--- config.mk ---
export PLATFORM = sky130hd
export DESIGN_NAME = logic_alu_ctrl
export DESIGN_NICKNAME = d
export VERILOG_FILES = /design/src/rtl/logic_alu_pkg.sv /design/src/rtl/alu_rr_arb.sv /design/src/rtl/logic_alu_ctrl.sv
export SDC_FILE = /design/constraint.sdc
export NUM_CORES = 1
export LEC_CHECK = 0
export ABC_AREA = 1
export CAP_MARGIN = 10
export CELL_PAD_IN_SITES_DETAIL_PLACEMENT = 1
export CELL_PAD_IN_SITES_GLOBAL_PLACEMENT = 1
export CORE_MARGIN = 10
export CORE_UTILIZATION = 24
export CTS_CLUSTER_DIAMETER = 60
export DETAILED_ROUTE_END_ITERATION = 8
export GPL_TIMING_DRIVEN = 0
export HOLD_SLACK_MARGIN = 0.02
export PLACE_DENSITY_LB_ADDON = 0.1
export SLEW_MARGIN = 0
export SYNTH_ARGS = -nofsm -noshare
export SYNTH_HDL_FRONTEND = slang
export SYNTH_SLANG_ARGS = --single-unit
--- constraint.sdc ---
create_clock -name clk -period 1.9 [get_ports clk]
set_input_delay 0.38 -clock clk [delete_from_list [all_inputs] [get_ports clk]]
set_output_delay 0.38 -clock clk [all_outputs]
set_load 0.01 [all_outputs]
--- src/rtl/logic_alu_pkg.sv ---
// ---------------------------------------------------------------------------
// logic_alu_pkg
// Shared definitions for the logic_alu_ctrl slice:
//   - alu_op_e       : 3-bit opcode encoding (AND, OR, XOR, SHR, SHL)
//   - OP_ILLEGAL_MIN : first opcode value that is treated as illegal
//   - alu_state_e    : controller FSM states
//   - is_shift / is_illegal : opcode classification helpers
// Build option: LOGIC_ALU_CTRL_RR_EN (used by alu_rr_arb, not by this file).
// ---------------------------------------------------------------------------
package logic_alu_pkg;

    typedef enum logic [2:0] {
        OP_AND = 3'd0,
        OP_OR  = 3'd1,
        OP_XOR = 3'd2,
        OP_SHR = 3'd3,
        OP_SHL = 3'd4
    } alu_op_e;

    localparam logic [2:0] OP_ILLEGAL_MIN = 3'd5;

    typedef enum logic [1:0] {
        ST_IDLE = 2'd0,
        ST_EXEC = 2'd1,
        ST_DONE = 2'd2
    } alu_state_e;

    // Shift opcodes are the only ones that spend extra cycles in EXEC.
    function automatic logic is_shift(input logic [2:0] op);
        return (op == OP_SHR) || (op == OP_SHL);
    endfunction

    // Opcodes at or above the threshold produce a zero result with err set.
    function automatic logic is_illegal(input logic [2:0] op);
        return op >= OP_ILLEGAL_MIN;
    endfunction

endpackage

--- src/rtl/alu_rr_arb.sv ---
// ---------------------------------------------------------------------------
// alu_rr_arb
// Two-input arbiter for the logic ALU controller.
// Ports:
//   clk, rst  : clock / async active-high reset (only with LOGIC_ALU_CTRL_RR_EN)
//   valid0/1  : requester has an operation pending
//   accept    : controller can take a request this cycle
//   grant     : index of the requester that wins this cycle
//   ready     : one-hot ready vector, zero unless accept and some valid
// Build option: LOGIC_ALU_CTRL_RR_EN selects round-robin arbitration with a
// last-grant register; otherwise requester 0 has fixed priority.
// ---------------------------------------------------------------------------
module alu_rr_arb (
`ifdef LOGIC_ALU_CTRL_RR_EN
    input  logic       clk,
    input  logic       rst,
`endif
    input  logic       valid0,
    input  logic       valid1,
    input  logic       accept,
    output logic       grant,
    output logic [1:0] ready
);

`ifdef LOGIC_ALU_CTRL_RR_EN
    logic last_grant;

    // On contention, hand the grant to whoever did not win last time.
    // A lone requester wins regardless of history.
    always_comb begin
        grant = 1'b0;
        if (valid0 && valid1) begin
            grant = ~last_grant;
        end else if (!valid0) begin
            grant = 1'b1;
        end
    end

    // Remember the winner of every accepted request. Reset value 1 makes
    // requester 0 the first winner on contention.
    always_ff @(posedge clk or posedge rst) begin
        if (rst) begin
            last_grant <= 1'b1;
        end else if (accept && (valid0 || valid1)) begin
            last_grant <= grant;
        end
    end
`else
    // Fixed priority: requester 0 wins whenever it is valid.
    always_comb begin
        grant = ~valid0;
    end
`endif

    // Ready goes only to the winner, and only when a request is actually taken.
    always_comb begin
        ready = 2'b00;
        if (accept && (valid0 || valid1)) begin
            ready = grant ? 2'b10 : 2'b01;
        end
    end

endmodule

--- src/rtl/logic_alu_ctrl.sv ---
// ---------------------------------------------------------------------------
// logic_alu_ctrl
// Two-requester bitwise/shift ALU with an IDLE -> EXEC -> DONE controller.
// Shifts are performed one bit per cycle, so their latency grows with the
// shift amount (clamped to N).
// Parameter: N = operand/result width.
// Ports:
//   clk, rst                       : clock, async active-high reset
//   reqX_valid/op/a/b, reqX_ready  : requester X handshake and operands
//   res_valid, res_ready           : result handshake
//   res_data, res_id, res_err      : result value, issuing requester, illegal op
//   busy                           : controller is not in IDLE
// Build option: LOGIC_ALU_CTRL_RR_EN enables round-robin arbitration.
// ---------------------------------------------------------------------------
module logic_alu_ctrl
    import logic_alu_pkg::*;
#(
    parameter int N = 4
) (
    input  logic         clk,
    input  logic         rst,
    input  logic         req0_valid,
    input  logic [2:0]   req0_op,
    input  logic [N-1:0] req0_a,
    input  logic [N-1:0] req0_b,
    output logic         req0_ready,
    input  logic         req1_valid,
    input  logic [2:0]   req1_op,
    input  logic [N-1:0] req1_a,
    input  logic [N-1:0] req1_b,
    output logic         req1_ready,
    output logic         res_valid,
    input  logic         res_ready,
    output logic [N-1:0] res_data,
    output logic         res_id,
    output logic         res_err,
    output logic         busy
);

    localparam int CW = $clog2(N + 1);

    alu_state_e    state_q, state_d;
    logic [2:0]    op_q;
    logic [N-1:0]  work_q, b_q, res_q;
    logic [CW-1:0] cnt_q, shift_load;
    logic          id_q, err_q;
    logic          accept, grant, take;
    logic [1:0]    arb_ready;
    logic [2:0]    sel_op;
    logic [N-1:0]  sel_a, sel_b, exec_result;

    // Requests may only be taken in IDLE, and never while reset is held.
    always_comb begin
        accept = (state_q == ST_IDLE) && !rst;
    end

    alu_rr_arb u_arb (
`ifdef LOGIC_ALU_CTRL_RR_EN
        .clk    (clk),
        .rst    (rst),
`endif
        .valid0 (req0_valid),
        .valid1 (req1_valid),
        .accept (accept),
        .grant  (grant),
        .ready  (arb_ready)
    );

    assign req0_ready = arb_ready[0];
    assign req1_ready = arb_ready[1];
    assign take       = |arb_ready;
    assign busy       = (state_q != ST_IDLE);
    assign res_valid  = (state_q == ST_DONE);
    assign res_data   = res_q;
    assign res_id     = id_q;
    assign res_err    = err_q;

    // Route the winning requester's operation towards the capture registers,
    // and work out how many single-bit shift steps it needs. Shift amounts of
    // N or more are clamped to N, which already clears every bit.
    always_comb begin
        sel_op     = grant ? req1_op : req0_op;
        sel_a      = grant ? req1_a  : req0_a;
        sel_b      = grant ? req1_b  : req0_b;
        shift_load = '0;
        if (is_shift(sel_op)) begin
            if (int'(sel_b) >= N) begin
                shift_load = CW'(N);
            end else begin
                shift_load = CW'(sel_b);
            end
        end
    end

    // Final value written to the result register when the shift count has
    // run out. For shifts the working register already holds the answer.
    always_comb begin
        exec_result = '0;
        case (op_q)
            OP_AND:         exec_result = work_q & b_q;
            OP_OR:          exec_result = work_q | b_q;
            OP_XOR:         exec_result = work_q ^ b_q;
            OP_SHR, OP_SHL: exec_result = work_q;
            default:        exec_result = '0;
        endcase
    end

    // Controller next state: leave IDLE on an accept, leave EXEC once the
    // shift counter is exhausted, leave DONE when the consumer takes the result.
    always_comb begin
        state_d = state_q;
        case (state_q)
            ST_IDLE: if (take)          state_d = ST_EXEC;
            ST_EXEC: if (cnt_q == '0)   state_d = ST_DONE;
            ST_DONE: if (res_ready)     state_d = ST_IDLE;
            default:                    state_d = ST_IDLE;
        endcase
    end

    // State register plus datapath. The working register doubles as operand a
    // for bitwise ops and as the shifting value for shift ops. Reset wipes any
    // operation in flight so no result is ever delivered for it.
    always_ff @(posedge clk or posedge rst) begin
        if (rst) begin
            state_q <= ST_IDLE;
            op_q    <= '0;
            work_q  <= '0;
            b_q     <= '0;
            cnt_q   <= '0;
            id_q    <= 1'b0;
            res_q   <= '0;
            err_q   <= 1'b0;
        end else begin
            state_q <= state_d;
            case (state_q)
                ST_IDLE: begin
                    if (take) begin
                        op_q   <= sel_op;
                        work_q <= sel_a;
                        b_q    <= sel_b;
                        id_q   <= grant;
                        cnt_q  <= shift_load;
                    end
                end
                ST_EXEC: begin
                    if (cnt_q != '0) begin
                        work_q <= (op_q == OP_SHR) ? (work_q >> 1) : (work_q << 1);
                        cnt_q  <= cnt_q - CW'(1);
                    end else begin
                        res_q <= exec_result;
                        err_q <= is_illegal(op_q);
                    end
                end
                default: begin
                end
            endcase
        end
    end

endmodule

* Word level (Yosys, flattened, before mapping)
Index checks and enable logic that the tools add are counted.
Widths: inputs -> output; s select.
** Cells by class
- Add/sub/neg operators :: 1
- $lt $le $gt $ge :: 2
- Eq/ne operators :: 12
- Muxes and demuxes :: 19
- Bitwise operators :: 5
- Reduce and logical (&&, ||, !) cells :: 17
** Operator list (count)
- $mux 4 :: 5
- $pmux 4 s4 :: 1
- $mux 3 :: 5
- $mux 2 :: 5
- $eq 3x2->1 const B :: 3
- $pmux 4 s2 :: 1
- $eq 3x3->1 const B :: 2
- $logic_not 3->1 :: 2
- $ne 2x2->1 const B :: 3
- $pmux 2 s3 :: 1
- $pmux 3 s2 :: 1
- $reduce_and 3->1 :: 2
- $and 4x4->4 :: 1
- $ge 4x3->1 const B :: 1
- $or 4x4->4 :: 1
- $reduce_and 2->1 :: 2
- $reduce_bool 2->1 :: 2
- $reduce_or 2->1 :: 2
- $xor 4x4->4 :: 1
- $eq 3x1->1 const B :: 1
- $ge 3x3->1 const B :: 1
- $reduce_bool 3->1 :: 1
- $sub 3x1->3 const B :: 1
- $eq 2x1->1 const B :: 1
- 7 further kinds :: 10
** Storage, ports and cells
- Register bits :: 22
- Output and inout bits :: 10
- Logic and storage cells :: 64

* Depth between registers and ports, before layout
Gate-level depths: netlist of the first run.
- Word-level depth :: 7
- Gate-level depth with buffers :: 9

* Modules after synthesis
From an unflattened synthesis of the first run, not the netlist that was laid out.
** Second synthesis, totals
- Cell total of the unflattened synthesis :: 224
- Area, all modules :: 1556.5 µm²
** Modules (own cells, without submodules)
- logic_alu_ctrl :: instances 1, cells each 219, area each 1531.5 µm², seq. area each 550.5 µm²
- alu_rr_arb :: instances 1, cells each 5, area each 25.0 µm², seq. area each 0.0 µm²

* Least setup slack after synthesis of the first run
No wires, ideal clock.
- Path kind :: reg2out
- Start :: register state_q[0]
- End :: output req0_ready
- Arrival time :: 1.095 ns
- Required time :: 1.520 ns
- Path slack :: 0.425 ns
- Cell stages (with the launch flop) :: 7
- Cells stage by stage :: dfrtp_1 -> inv_1 -> nand2_1 -> nor2_2 -> nand2_4 -> buf_4 -> nor2_1
** Between the ends
- Cells in the longest elaborated chain, start to end :: 4
** Ends and longest elaborated chain
- from (decl) :: line logic_alu_ctrl.sv:42 : alu_state_e state_q, state_d;
- from (signal assigned) :: line logic_alu_ctrl.sv:134 : state_q <= state_d;
- $logic_not 2->1 :: line logic_alu_ctrl.sv:54 : accept = (state_q == ST_IDLE) && !rst;
- $logic_and 1x1->1 :: line logic_alu_ctrl.sv:54
- $logic_and 1x1->1 :: line alu_rr_arb.sv:58 : if (accept && (valid0 || valid1)) begin
- $mux 2 :: line alu_rr_arb.sv:58
- to (decl) :: line logic_alu_ctrl.sv:26 : output logic req0_ready,
No other way between the ends.

* Worst setup path in the final report of the first run
- Start :: input req1_valid
- End :: output req0_ready
** Between the ends
- Cells in the longest elaborated chain, start to end :: 3
** Ends and longest elaborated chain
- from (decl) :: line logic_alu_ctrl.sv:27 : input logic req1_valid,
- $logic_or 1x1->1 :: line alu_rr_arb.sv:58
- $logic_and 1x1->1 :: line alu_rr_arb.sv:58
- $mux 2 :: line alu_rr_arb.sv:58
No other way between the ends.

==> impl_summary.md, run 1 <==
Outcome
The flow ran to the end, and the final reports show no timing, DRC or antenna violations.

Layout
The most common cell after layout, fill and taps aside is sky130_fd_sc_hd__nand2_1. Leaving out filler cells and counting taps, the final layout contains 351. Registers take 551 sq um. The count of fill cells added during filler insertion is between 800 and 900. The share of final-layout standard cells stronger than drive strength 1 is 11.7%. In the layout the commonest cells are sky130_fd_sc_hd__nand2_1 (78), sky130_fd_sc_hd__inv_1 (35), sky130_fd_sc_hd__clkdlybuf4s50_1 (32). The number of antenna diodes in the final layout is 0. The area growth from synthesis to layout is 35.5%.

In the final design database the tool counted 312 nets. The multi-input gate area in the final layout is 850 sq um.

Global route
The via count of the first global-routing pass is between 1,500 and 2,000. The wire length of the first global-routing pass is a little over 8 mm. The initial antenna violation count is 0. Entering global routing, the biggest net connects 23 pins. Global routing consumed, over all layers together, 9.81% of the routing resources. The total overflow reported by the global router is 0.

Logic synthesis
The instance count of the mapped netlist is 232. The portion of the post-synthesis area used by sequential elements is 34.8%. The synthesized design contains 22 register bits.

The average cell area after synthesis is ~6.8 sq um. The mapped netlist covers roughly 1600 sq um. The number of nets in the synthesized netlist is 269. The count of unique library cells instantiated by Yosys is 24. Yosys printed 0 warnings.

Route
The post-detailed-route DRC marker count is 0. Summing over every cut layer, the via total after detailed routing is ~1,500. The routed wire length is between 4 and 5 mm.

The initial DRC count is 37. The number of vias per cell after detailed routing is 4.31. The number of iterations in the first detailed-routing pass is 3.

The number of antenna-violating nets in the routed design is 0. Dividing the detail-routed wire length by the instance count gives between 10 and 15 um.

Power
IR analysis of the VDD net gives a maximum drop of 0.599 mV. Summed over all cells, the static leakage comes to 1.13 nW. Power comes to 3.07 mW. For this design the ratio of total power to cell area is 1430 nW/um^2.

Clock tree
CTS built an H-tree with a depth of 1. Clock-pin slew was measured on the worst setup and hold paths at 0.09 ns. Counting along the longest clock path gives a buffer depth of 2. Clock tree synthesis selected as its root buffer the cell sky130_fd_sc_hd__clkbuf_8. The clock tree from TritonCTS is built. CTS saw 22 sinks. The number of clock buffers added by TritonCTS is 3. The insertion delay to the later sink of the worst-skew pair is 0.27 ns.

Floorplanning
The top-level port count is 37. The initial cell density of the core is about a quarter. The floorplan has 29 rows.

The area inside the core boundary is 6390 sq um. The floorplan step defined a die boundary enclosing 10,200 sq um. The die is 101 um wide. The chip height is between 100 and 150 um.

Worst setup path
The critical path launch point type is an input pin. The worst-case reg-to-reg path depth is 7. The data arrival time of the critical path is 1.46 ns. In this run the critical register-to-register path is captured at res_data[1]$_DFFE_PP0P_. Traced cell by cell, the critical path runs through clkdlybuf4s50_1 > or2_4 > nand2_8 > buf_8 > nor2_1 > buf_2. The buffering stage count on the worst path with inverters included is 3. The kind of cell adding the most delay to the critical path is buffers and inverters. The worst reg2reg path startpoint is state_q[0]$_DFFE_PP0P_. The register-to-register path setup slack is 0.34 ns. For this run, the slowest stage of the critical path takes 0.40 ns. STA puts the critical path data required time at 1.52 ns. STA classifies the critical path endpoint as an output pin. The slowest stage of the critical path belongs to the cell sky130_fd_sc_hd__clkdlybuf4s50_1. The largest driver fanout on the critical path is 10. The type of the worst setup path is in2out.

STA
The highest clock frequency the design can meet is 0.544 GHz. Summed over all failing endpoints, the final setup total negative slack is 0 ns. Setup repair after global routing left no endpoint under its margin.

The final number of hold-violating endpoints is 0. The worst path meets setup with 0.0610 ns of slack. The worst clock skew is 0.00416 ns.

The final setup violation count is 0. The routed design could run at a clock period as short as about 1.8 ns. The max-slew violation count is 0. Headroom to the max-slew limit came out at between 40 and 50%.

The final critical path takes up just under 100% of the cycle. The slew at the pin closest to its max-slew limit is 0.894 ns.

Min path
The type of the most critical hold path is in2async.

Placed design
Input and output buffers added on the ports amount to 35. The detailed-placement wirelength estimate is roughly 3.9 mm. The cell count after placement is 344. Timing analysis after detailed placement gives a worst setup slack of -0.430 ns. The placer congestion estimate is between 0.7 and 0.8.

Job
The tool flagged a number of max-cap violations equal to 0.
power breakdown:
part,switching [mW],internal (mW),leakage [nW],total [mW]
logic,1.04,0.715,0.821,1.75
clock network,0.174,0.282,0.0357,0.456
registers,0.161,0.700,0.275,0.861
total,1.37,1.70,1.13,3.07
worst max-delay path by stage:
stage,to,from,cells past startpoint,slack (ns)
6_report,req0_ready,req1_valid,6,0.06
5_1_grt,req0_ready,req1_valid,6,0.001
4_1_cts,req1_ready,req1_valid,7,-0.02
3_5_place_dp,req1_ready,rst,7,-0.43
3_3_place_gp,req1_ready,rst,7,-0.41
2_1_floorplan,req0_ready,state_q[0]$_DFFE_PP0P_,6,0.42
cells by family (layout without fill, tap and decap cells):
kind of cell,after synthesis,after routing,synth area share [%]
compound gates,31,31,10.4
simple gates,123,123,33.6
flops,22,22,34.8
buf+inv,45,87,12.7
xor+xnor,1,1,0.553
fa+ha+maj,10,10,7.91
cell type report:
type	instances	share of cell area, %
timing repair buffer	38	17.0
clock inverter	1	1.40
multi-input combinational	165	39.6
sequential	22	25.7
clock buffer	3	1.93
buffer	6	2.86
inverter	39	7.00
tap	77	4.49
state kept, by name, summed over array words and instances, names as in the netlist:
signal	cells
b_q	4
cnt_q	3
op_q	3
res_data	4
res_err	1
res_id	1
state_q	2
work_q	4
Yosys cell counts:
| master | number | area share [%] |
|---|---|---|
| sky130_fd_sc_hd__o21ai_0 | 18 | 5.7 |
| sky130_fd_sc_hd__nand2_2 | 3 | 1.2 |
| sky130_fd_sc_hd__nor2_2 | 1 | 0.40 |
| sky130_fd_sc_hd__buf_2 | 1 | 0.32 |
| sky130_fd_sc_hd__nand3_2 | 1 | 0.63 |
| sky130_fd_sc_hd__nor2_1 | 18 | 4.3 |
| sky130_fd_sc_hd__nand2_1 | 80 | 19 |
| sky130_fd_sc_hd__or2_4 | 1 | 0.55 |
| sky130_fd_sc_hd__o21ai_2 | 2 | 1.1 |
| sky130_fd_sc_hd__buf_6 | 3 | 2.1 |
| sky130_fd_sc_hd__nor3_1 | 2 | 0.63 |
| sky130_fd_sc_hd__inv_1 | 36 | 8.5 |
| sky130_fd_sc_hd__clkinv_2 | 1 | 0.32 |
| sky130_fd_sc_hd__nand3_1 | 9 | 2.8 |
| sky130_fd_sc_hd__o21ai_1 | 1 | 0.32 |
| sky130_fd_sc_hd__nand4_1 | 5 | 2.0 |
| sky130_fd_sc_hd__a21oi_1 | 9 | 2.8 |
| sky130_fd_sc_hd__xor2_1 | 1 | 0.55 |
| sky130_fd_sc_hd__nand2_4 | 3 | 2.1 |
| sky130_fd_sc_hd__dfrtp_1 | 22 | 35 |
| sky130_fd_sc_hd__ha_1 | 10 | 7.9 |
| sky130_fd_sc_hd__buf_4 | 2 | 0.95 |
| sky130_fd_sc_hd__inv_2 | 2 | 0.47 |
| sky130_fd_sc_hd__o31ai_1 | 1 | 0.47 |
per-layer routing:
metal | track usage (%) | vias up | wire length, um
li1 | - | 796 | -
met1 | 11.9 | 689 | 2210
met2 | 16.8 | 23 | 2340
met3 | 2.04 | 4 | 177
met4 | 3.22 | 0 | 56
met5 | 0 | - | 0
what timing repair did:
item                       CTS  global route
resized for setup           13             4
hold buffers                 0             0
buffers inserted             1             2
setup endpoints to repair    2             2
pin swaps                    2             3
metrics by stage:
| step | hold WS (ns) | area, sq um | utilization (%) |
|---|---|---|---|
| after global placement | 0.462 | 2030 | 31.8 |
| after detailed placement | 0.467 | 2030 | 31.8 |
| after CTS | 0.476 | 2130 | 33.3 |
| after floorplan | 0.369 | 1580 | - |
| after global routing | 0.455 | 2140 | 33.6 |
| final | 0.363 | 2140 | 33.6 |
Note: power is estimated with default switching activity, not from simulation.
==> inputs of run 2 (changes only) <==
CAP_MARGIN = unset   (was 10)
CELL_PAD_IN_SITES_DETAIL_PLACEMENT = 0   (was 1)
CELL_PAD_IN_SITES_GLOBAL_PLACEMENT = 2   (was 1)
SLEW_MARGIN = unset   (was 0)
==> impl_summary.md, run 2 (synthesis results as in run 1) <==
Worst setup path
Walking the worst path, the cells encountered are clkdlybuf4s50_1 > or2_4 > nand2_8 > inv_6 > nand2_2 > inv_1 > clkdlybuf4s15_2. The peak per-stage delay on the critical path is 0.39 ns (about the same). The worst register-to-register path begins at state_q[0]$_DFFE_PP0P_. The required time at the worst-slack endpoint is 1.52 ns (about the same). The largest driver fanout on the critical path was 5 (-5). The data arrival time of the critical path came to 1.46 ns (about the same). The critical path is of the in2out type. The worst setup path is captured at an output pin. The register-to-register path setup slack is 0.33 ns (about the same). The slowest stage of the critical path belongs to the cell sky130_fd_sc_hd__clkdlybuf4s50_1.

The worst-case reg-to-reg path depth is 7 (unchanged). The kind of cell adding the most delay to the critical path is buffers and inverters. The buffering stage count on the worst path with inverters included came to 4 (+1). The worst setup path is launched from an input pin. In this run the critical register-to-register path is captured at res_data[3]$_DFFE_PP0P_.

Min path
The path with the worst hold slack has its endpoint at res_data[1]$_DFFE_PP0P_. The worst hold path passes through 2 cells. The startpoint identified for the worst hold timing path is res_data[1]$_DFFE_PP0P_. The tightest min-delay check is of the reg2reg type.

Route
The initial DRC count came to 63 (+70%). The number of vias per cell after detailed routing is 4.31 (about the same). The number of antenna-violating nets in the routed design was 0 (unchanged). The mean routed wirelength per cell is 12.9 um (-5.6%). The routed wire length is 4.53 mm (-5.3%). The post-detailed-route DRC marker count is 0 (unchanged). The number of iterations in the first detailed-routing pass came to 4 (+1).

The detailed-route via count was 1,517 (+0.33%).

Clock tree
The clock tree from TritonCTS is built. The insertion delay to the later sink of the worst-skew pair is 0.26 ns (about the same). The maximum buffer depth of the clock tree is 2 (unchanged). The number of clock sinks is 22 (unchanged).

The clock input transition at the sequential cells of the worst setup and hold paths is 0.08 ns (about the same). The maximum level of the CTS H-tree is 1 (unchanged). Clock tree synthesis selected as its root buffer the cell sky130_fd_sc_hd__clkbuf_8. The count of hold-fix buffers inserted at cts came to 0 (unchanged). The number of clock buffers inserted by TritonCTS is 3 (unchanged).

Placed design
The count of port buffers added during placement was 35 (unchanged). The placer congestion estimate came to 0.765 (-0.34%). The detailed-placement wirelength estimate came to 3.61 mm (-6.6%).

Floorplanning
The area inside the core boundary is 6390 sq um (unchanged). The initial cell density of the core came to 24.8% (unchanged). The die outline area is 10,200 sq um (unchanged). The top-level port count is 37 (unchanged). The chip height was 101 um (unchanged).

The horizontal die dimension is 101 um (unchanged). The floorplan row count came to 29 (unchanged).

STA
The clock period minus worst slack is 1.84 ns (-0.000477 ns). The share of the clock period used by the worst path was 96.8% (about the same). The final number of hold-violating endpoints is 0 (unchanged). The final setup violation count came to 0 (unchanged). The worst clock skew was 0.00232 ns (-0.00184 ns).

The worst-case headroom to the max-slew limit is 40.4% (+0.052 points). The max-slew violation count is 0 (unchanged). Setup repair after global routing left no endpoint under its margin.

The worst-case hold slack was 0.481 ns (+0.118 ns). The slew at the pin closest to its max-slew limit is 0.894 ns (-0.000777 ns). The highest clock frequency the design can meet is 0.544 GHz (about the same).

Global route
The total routing usage reported by global routing is 9.30% (-0.50 points). The initial antenna violation count came to 0 (unchanged). The global-route track usage on met2 is 15.7% (-1.1 points). The via count of the first global-routing pass is 1,608 (-3.7%). met2 is the most crowded layer.

The met3 routing resource usage after global routing is 1.70% (-0.34 points). The pin count of the biggest net entering global routing was 23 (unchanged). The total overflow reported by the global router came to 0 (unchanged). The met1 capacity usage during global routing was 11.1% (-0.80 points). The wire length of the first global-routing pass came to 7.56 mm (-7.4%).

Layout
The storage element area is 551 sq um (unchanged). The area overhead of the layout relative to synthesis is 34.8%. The antenna diode count is 0 (unchanged). The utilization after layout is 33.4% (-0.18 points). The share of final-layout standard cells stronger than drive strength 1 is 12.0% (+0.32 points). The layout net count was 314 (+0.64%).

The count of fill cells added during filler insertion is 727 (-11%). In the layout the commonest cells are sky130_fd_sc_hd__nand2_1 (78), sky130_fd_sc_hd__inv_1 (35), sky130_fd_sc_hd__clkdlybuf4s50_1 (31). Leaving out fill and tap cells, the most frequent cell in the layout is sky130_fd_sc_hd__nand2_1. The multi-input gate area in the final layout is 850 sq um (unchanged).

Power
The reported leakage power was 1.13 nW (about the same). The maximum ir drop on the vdd rail is 0.478 mV (-20%). The power per cell area is 1360 nW/um^2 (-5.0%).

Job
The max-cap check violation count is 0 (unchanged).

Outcome
The flow ran to the end, and the final reports show no timing, DRC or antenna violations.
[run 2: how the worst max path moves through the flow]
stage / from / endpoint / slack (ns) / cells past startpoint
floorplan: state_q[0]$_DFFE_PP0P_ / req0_ready / 0.42 / 6
global placement: rst / req1_ready / -0.39 / 7
detailed placement: rst / req1_ready / -0.39 / 7
CTS: state_q[1]$_DFFE_PP0P_ / req0_ready / 0.007 / 7
global route: req1_valid / req1_ready / 0.02 / 7
finish: req1_valid / req1_ready / 0.06 / 7
[run 2: what timing repair did]
| item | CTS | global route |
|---|---|---|
| pin swaps | 2 | 2 |
| buffers inserted | 2 | 3 |
| resized for setup | 13 | 4 |
| endpoints found under the setup margin | 2 | 3 |
| cloned | 0 | 0 |
[run 2: area by class of cell]
class                           instances  share of cell area [%]
Multi-Input combinational cell        165                    39.8
Buffer                                  6                    2.70
Inverter                               39                    7.16
Clock buffer                            3                    1.94
Tap cell                               77                    4.52
Timing Repair Buffer                   40                    18.1
Sequential cell                        22                    25.8
[run 2: power by group]
group / total [mW] / switching, mW / internal, mW
sequential: 0.868 / 0.168 / 0.700
combinational: 1.73 / 1.01 / 0.726
clock: 0.296 / 0.154 / 0.142
[run 2: metal layers]
layer,wire length (um),vias up,share of wire (%)
li1,-,807,-
met1,2110,683,47
met2,2200,23,49
met3,138,4,3.0
met4,79,0,1.7
met5,0,-,0
[run 2: stage by stage]
step	instances	power, mW	TNS, ns	setup WS (ns)	cell area [sq um]
after detailed placement	344	2.56	-0.767	-0.391	2030
after CTS	349	2.93	0	0.00665	2110
final	352	2.90	0	0.0615	2130
after floorplan	232	1.98	0	0.425	1580
after global placement	344	2.57	-0.765	-0.392	2030
after global routing	352	3.26	0	0.0228	2130
[run 2: worst register-to-register path, stage by stage (launching register included)]
cell	delay, ns
sky130_fd_sc_hd__dfrtp_1	0.39
sky130_fd_sc_hd__buf_4	0.14
sky130_fd_sc_hd__nand2_2	0.18
sky130_fd_sc_hd__clkinv_2	0.21
sky130_fd_sc_hd__nand3_2	0.23
sky130_fd_sc_hd__inv_1	0.13
sky130_fd_sc_hd__o21ai_0	0.11
sky130_fd_sc_hd__nand2_1	0.07
